===== config.mk =====
export PLATFORM = sky130hd
export DESIGN_NAME = flag_event_counter
export DESIGN_NICKNAME = d
export VERILOG_FILES = /design/src/rtl/flag_event_counter.sv
export SDC_FILE = /design/constraint.sdc
export NUM_CORES = 1
export LEC_CHECK = 0
export CAP_MARGIN = 20
export CORE_UTILIZATION = 52
export CTS_CLUSTER_DIAMETER = 100
export DETAILED_ROUTE_END_ITERATION = 8
export PLACE_DENSITY = 0.83
export SLEW_MARGIN = 20
export SYNTH_ARGS = -nofsm -noshare
export SYNTH_HDL_FRONTEND = slang
export SYNTH_SLANG_ARGS = --single-unit

===== constraint.sdc =====
create_clock -name CLK -period 1.9 [get_ports CLK]
set_clock_uncertainty 0.05 [all_clocks]
set_input_delay 0.38 -clock CLK [delete_from_list [all_inputs] [get_ports CLK]]
set_output_delay 0.38 -clock CLK [all_outputs]
set_load 0.02 [all_outputs]

===== src/rtl/flag_event_counter.sv =====
// Counts rising edges of each of three comparator flags over a WINDOW-cycle sampling window,
// framed by a START/DONE/ACK handshake. Define FLAG_STICKY_EN to add the STICKY output.
module flag_event_counter #(
  parameter int WINDOW = 16,
  parameter int CNT_W  = 4
) (
  input  logic             CLK,
  input  logic             RESET,
  input  logic             START,
  input  logic             IN_VALID,
  input  logic [2:0]       IN_FLAGS,
  input  logic             ACK,
  output logic             BUSY,
  output logic             DONE,
  output logic [CNT_W-1:0] CNT2,
  output logic [CNT_W-1:0] CNT1,
`ifdef FLAG_STICKY_EN
  output logic [CNT_W-1:0] CNT0,
  output logic [2:0]       STICKY
`else
  output logic [CNT_W-1:0] CNT0
`endif
);

  typedef enum logic [1:0] {
    ST_IDLE,
    ST_RUN,
    ST_DONE
  } state_t;

  localparam logic [7:0]       LAST_CYCLE = 8'(WINDOW - 1);
  localparam logic [CNT_W-1:0] CNT_MAX    = '1;

  state_t                  state_q, state_d;
  logic                    busy_q, busy_d;
  logic                    done_q, done_d;
  logic [2:0][CNT_W-1:0]   cnt_q, cnt_d;
  logic [2:0]              prev_q, prev_d;
  logic [7:0]              win_q, win_d;
  logic [2:0]              rise;
`ifdef FLAG_STICKY_EN
  logic [2:0]              sticky_q, sticky_d;
`endif

  always_comb begin
    state_d  = state_q;
    cnt_d    = cnt_q;
    prev_d   = prev_q;
    win_d    = win_q;
    rise     = 3'b000;
`ifdef FLAG_STICKY_EN
    sticky_d = sticky_q;
`endif
    case (state_q)
      ST_IDLE: begin
        if (START) begin
          state_d  = ST_RUN;
          cnt_d    = '0;
          prev_d   = 3'b000;
          win_d    = 8'd0;
`ifdef FLAG_STICKY_EN
          sticky_d = 3'b000;
`endif
        end
      end
      ST_RUN: begin
        // The window advances every cycle; only valid samples touch prev and the counts.
        win_d = win_q + 8'd1;
        if (IN_VALID) begin
          rise = IN_FLAGS & ~prev_q;
          for (int i = 0; i < 3; i++) begin
            if (rise[i] && (cnt_q[i] != CNT_MAX)) begin
              cnt_d[i] = cnt_q[i] + CNT_W'(1);
            end
          end
          prev_d = IN_FLAGS;
`ifdef FLAG_STICKY_EN
          sticky_d = sticky_q | IN_FLAGS;
`endif
        end
        if (win_q == LAST_CYCLE) begin
          state_d = ST_DONE;
        end
      end
      ST_DONE: begin
        if (ACK) begin
          state_d = ST_IDLE;
        end
      end
      default: begin
        state_d = ST_IDLE;
      end
    endcase
    busy_d = (state_d == ST_RUN);
    done_d = (state_d == ST_DONE);
  end

  always_ff @(posedge CLK or posedge RESET) begin
    if (RESET) begin
      state_q  <= ST_IDLE;
      busy_q   <= 1'b0;
      done_q   <= 1'b0;
      cnt_q    <= '0;
      prev_q   <= 3'b000;
      win_q    <= 8'd0;
`ifdef FLAG_STICKY_EN
      sticky_q <= 3'b000;
`endif
    end else begin
      state_q  <= state_d;
      busy_q   <= busy_d;
      done_q   <= done_d;
      cnt_q    <= cnt_d;
      prev_q   <= prev_d;
      win_q    <= win_d;
`ifdef FLAG_STICKY_EN
      sticky_q <= sticky_d;
`endif
    end
  end

  assign BUSY = busy_q;
  assign DONE = done_q;
  assign CNT2 = cnt_q[2];
  assign CNT1 = cnt_q[1];
  assign CNT0 = cnt_q[0];
`ifdef FLAG_STICKY_EN
  assign STICKY = sticky_q;
`endif

endmodule

=== Word-level counts from Yosys, hierarchy flattened ===
Cells that the tools add are included.

* Bits in registers: 27
* Bits of input ports: 8
* Output and inout port bits: 14
* Word-level logic and storage cells: 52

* Add/subtract/negate cells: 4
* Eq/ne operators: 13
* Multiplexer cells: 15
* Bitwise logic cells: 2
* Reduce and logical (&&, ||, !) cells: 10

{| class="wikitable"
|+ Operator list
! operator !! count
|-
| $mux 12 || 2
|-
| $pmux 12 s2 || 1
|-
| $pmux 8 s2 || 1
|-
| $add 4x1->4 const B || 3
|-
| $mux 4 || 3
|-
| $ne 4x4->1 const B || 3
|-
| $reduce_and 4->1 || 3
|-
| $ne 2x2->1 const B || 5
|-
| $add 8x1->8 const B || 1
|-
| $eq 8x4->1 const B || 1
|-
| $mux 8 || 1
|-
| $mux 2 || 3
|-
| $mux 3 || 2
|-
| $pmux 2 s3 || 1
|-
| $pmux 3 s2 || 1
|-
| $eq 2x1->1 const B || 2
|-
| $eq 2x2->1 const B || 2
|-
| $and 3x3->3 || 1
|-
| $logic_and 1x1->1 || 3
|-
| $not 3->3 || 1
|-
| $reduce_and 3->1 || 1
|-
| $logic_not 2->1 || 1
|-
| $reduce_and 2->1 || 1
|-
| $reduce_bool 2->1 || 1
|}

=== Depth between registers and ports, before layout ===
* Word-level depth: 6
* Mapped depth: 6
* Gate-level depth less buffers: 5

=== Least setup slack after synthesis ===
Ideal clock, no wire load.

* Path kind: flip-flop to flip-flop
* Start point: register cnt_q, in the netlist CNT1[0]
* End point: register cnt_q, in the netlist CNT1[2]
* Library setup time: 0.120 ns
* Arrival time: 1.484 ns
* Required time: 1.730 ns
* Slack: 0.246 ns
* Cell stages (with the launch flop): 6
* Buffers on the path: 0
* Clock period less this slack: 1.654 ns
* Path through: dfrtp_1 > ha_1 > and3_1 > nor4_4 > a21oi_1 > a31o_2

* Word-level cells in the longest chain between the ends: 4
* Elaborated cells on any way between the ends: 8
* Those cells by class: add/sub: 1; eq/ne: 2; mux: 3; reduce/logical: 2

{| class="wikitable"
|+ Ends and longest elaborated chain
! what !! RTL line !! RTL
|-
| from (decl) || 37 || <nowiki>logic [2:0][CNT_W-1:0] cnt_q, cnt_d;</nowiki>
|-
| from (signal assigned) || 113 || <nowiki>cnt_q <= cnt_d;</nowiki>
|-
| $add 4x1->4 / $ne 4x4->1 (equally long branches) || 73, 72 ||
|-
| $mux 4 / $logic_and 1x1->1 (equally long branches) || 72 || <nowiki>if (rise[i] && (cnt_q[i] != CNT_MAX)) begin</nowiki>
|-
| $mux 12 / $ne 2x2->1 (equally long branches) || - ||
|-
| $pmux 12 s2 / $reduce_and 4->1 (equally long branches) || - ||
|}

Parallel ways exist; a longest one is shown, timed or not. The select of a mux whose other input is x is not followed.
A chain may end at the register's enable or synchronous reset.

=== Worst setup path in the final report ===
* Start point: register cnt_q, in the netlist CNT1[0]
* End point: output port CNT1[0]

{| class="wikitable"
|+ RTL lines
! what !! RTL line !! RTL
|-
| to (decl) || 16 || <nowiki>output logic [CNT_W-1:0] CNT1,</nowiki>
|}

No word-level cell between the ends.

==> reports/summary.txt <==
Clock-pin slew on the worst setup and hold paths -> 0.13 ns
Die W -> 54.0 µm
RSZ-0062 raised after global routing -> no
Slowest CP cell -> clkdlybuf4s50_1
Hold Path Class -> in -> async
Critical path, cell by cell -> clkdlybuf4s50_1
Max Cap Violations -> 0
WP buf/inv -> 1
First DRT Iteration DRCs -> 18
Final nets -> 188
Die area -> 2920 µm²
Critical Path Source Type -> flip-flop
Antenna Violating Nets Remaining -> 0
Area growth syn-to-layout -> 24.1%
Routed vias -> 1170
Endpoints failing hold -> 0
R2r setup slk -> 0.21 ns
Top FF cell, synth -> dfrtp_1
Place WS -> -0.131 ns
Commonest cells in the netlist -> dfrtp_1, nand2_1, nor2_1
Vias/cell -> 5.71
CP Class -> reg -> out
Row count -> 18
I/O pins -> 22
Antenna violations before repair -> 0
Mapped Area -> 1410 µm²
Port bufs -> 21
Worst Setup End Kind -> output port
Routed wire per std cell -> 13.9 µm
Initial Util -> 55.8%
Congestion Overflow GR -> 0
# setup viols final -> 0
Pleak -> 0.000794 µW
H-tree lvl count -> 1
Worst skew pair latency -> 0.33 ns
Synth top area cells -> dfrtp_1, mux2i_1, nand2_1
Core footprint -> 2520 µm²
Share of cells above drive strength 1 -> 14.3%
Fin Hold WS -> 0.336 ns
Hold_buf cts -> 0
Most common cell in the synthesized netlist -> dfrtp_1
Status -> completed
Fill cell count -> 209
Number of diodes -> 0
Num CTS Buffers -> 3
Fin. max-slew vios -> 0
Family with the most delay on the worst path -> buffers and inverters
R2R depth -> 5
Post-layout util -> 69.2%
Sequential fraction of the synthesis area -> 48.0%
CTS tree -> done
Hpwl dp -> 2.12 mm
#FFs+latches synth -> 27
Root buf cell -> clkbuf_4
EDFF count, synth -> 0
Cells after Synth -> 143
Worst endpoint required time -> 1.47 ns
RePlAce Congestion -> 0.769
Reg-to-Reg End -> CNT0[3]
Yosys cell types -> 29
Clock buffer depth -> 2
Worst-margin pin slew -> 0.638 ns
Post-CTS setup buffers -> 0
Pwr dens -> 1510 nW/µm²
Avg Inst Size Synth -> 9.83 µm²
Die height -> 54.0 µm
Crit share post-route -> 96.2%
Tot GR Track Use -> 22.2%
First-pass GRT wire length -> 4.58 mm
Max IR drop VDD -> 1100 µV
RR Startpoint -> CNT0[0]
WL final -> 2.84 mm
Max Clk Rate -> 547 MHz
Vias in the first global route -> 1103
Area fraction of the dominant cell type after synthesis -> 48.0%
YS warnings -> 0
Async SR Flop Fraction -> 100%
Slowest Stage Delay on Critical Path -> 0.64 ns
Syn nets -> 155
Biggest area consumer among synthesized cells -> dfrtp_1
DRC viols -> 0
Sinks on Clock Net -> 27
Rel. slew slack -> 57.4%
Largest net degree at the start of global routing -> 28
Worst EP arrival -> 1.40 ns
CP Max Fanout -> 5
Final critical path time including I/O delays and setup -> 1.83 ns
Setup ws final -> 0.0727 ns
Post-CTS Resized -> 0
Drt pass-1 iters -> 4
## area by class of cell
cell class,count,area (µm²),share of cell area (%)
multi-input combinational,107,687,39.4
inverter,3,11.3,0.645
timing repair buffer,34,308,17.6
tap,30,37.5,2.15
clock buffer,4,26.3,1.51
sequential,27,676,38.7
## flip-flops by register name, summed over array words and instances (netlist names)
name     cells
DONE         1
CNT2         4
win_q        8
prev_q       3
BUSY         1
CNT1         4
state_q      2
CNT0         4
## how the worst max path moves through the flow
| stage | start | slack [ns] | cells past startpoint | endpoint |
|---|---|---|---|---|
| after floorplan | CNT1[0] | 0.25 | 5 | CNT1[2] |
| after global placement | START | -0.09 | 5 | CNT0[3] |
| after global routing | CNT1[2] | 0.02 | 1 | CNT1[2] |
| after CTS | CNT1[0] | 0.05 | 1 | CNT1[0] |
| after detailed placement | START | -0.13 | 5 | CNT0[3] |
| final | CNT1[0] | 0.07 | 1 | CNT1[0] |
## cell usage in the layout, fill, tap and decap left out, drive strengths merged
master          n
nand4           3
nor2b           1
inv             3
o21ai          11
and3            4
mux2i          11
a211oi          1
o22ai           2
nand3           7
clkdlybuf4s50  21
or3b            1
mux2            1
clkbuf          4
nor3            3
ha              4
a22o            1
a21oi           5
nor4            4
nor2           12
nand2b          6
buf            13
dfrtp          27
nor3b           1
nand2          21
a31o            4
a31oi           3
o21bai          1
## kinds of logic (layout without fill, tap and decap cells)
family,after synthesis,after routing,synth area share [%]
compound gates,28,28,12.1
fa+ha+maj,4,4,3.56
buf+inv,9,41,3.11
flops,27,27,48.0
mux,12,12,9.52
simple gates,63,63,23.7
## routing by layer
metal | part of all wire, % | GRT usage (%) | vias to the layer above
met4 | 1.9 | 14.1 | 0
met1 | 48 | 28.6 | 559
met5 | 0 | 0 | -
li1 | - | - | 574
met3 | 4.2 | 3.95 | 5
met2 | 46 | 34.2 | 32
## through the flow
stage,cells,setup TNS (ns),total power [µW],instance area (µm²)
2_1_floorplan,143,0,1890,1410
3_3_place_gp,201,-0.518,2340,1720
3_5_place_dp,201,-0.772,2420,1720
4_1_cts,205,0,2670,1750
5_1_grt,205,0,2850,1750
6_report,205,0,2640,1750
## power by group
part / total, µW / switching (µW) / leakage (µW) / internal, µW
Clock: 245 / 163 / 0.0000150 / 82.4
Sequential: 1080 / 260 / 0.000335 / 822
Combinational: 1320 / 661 / 0.000443 / 654
Total: 2640 / 1080 / 0.000794 / 1560
(Power assumes the default switching activity.)
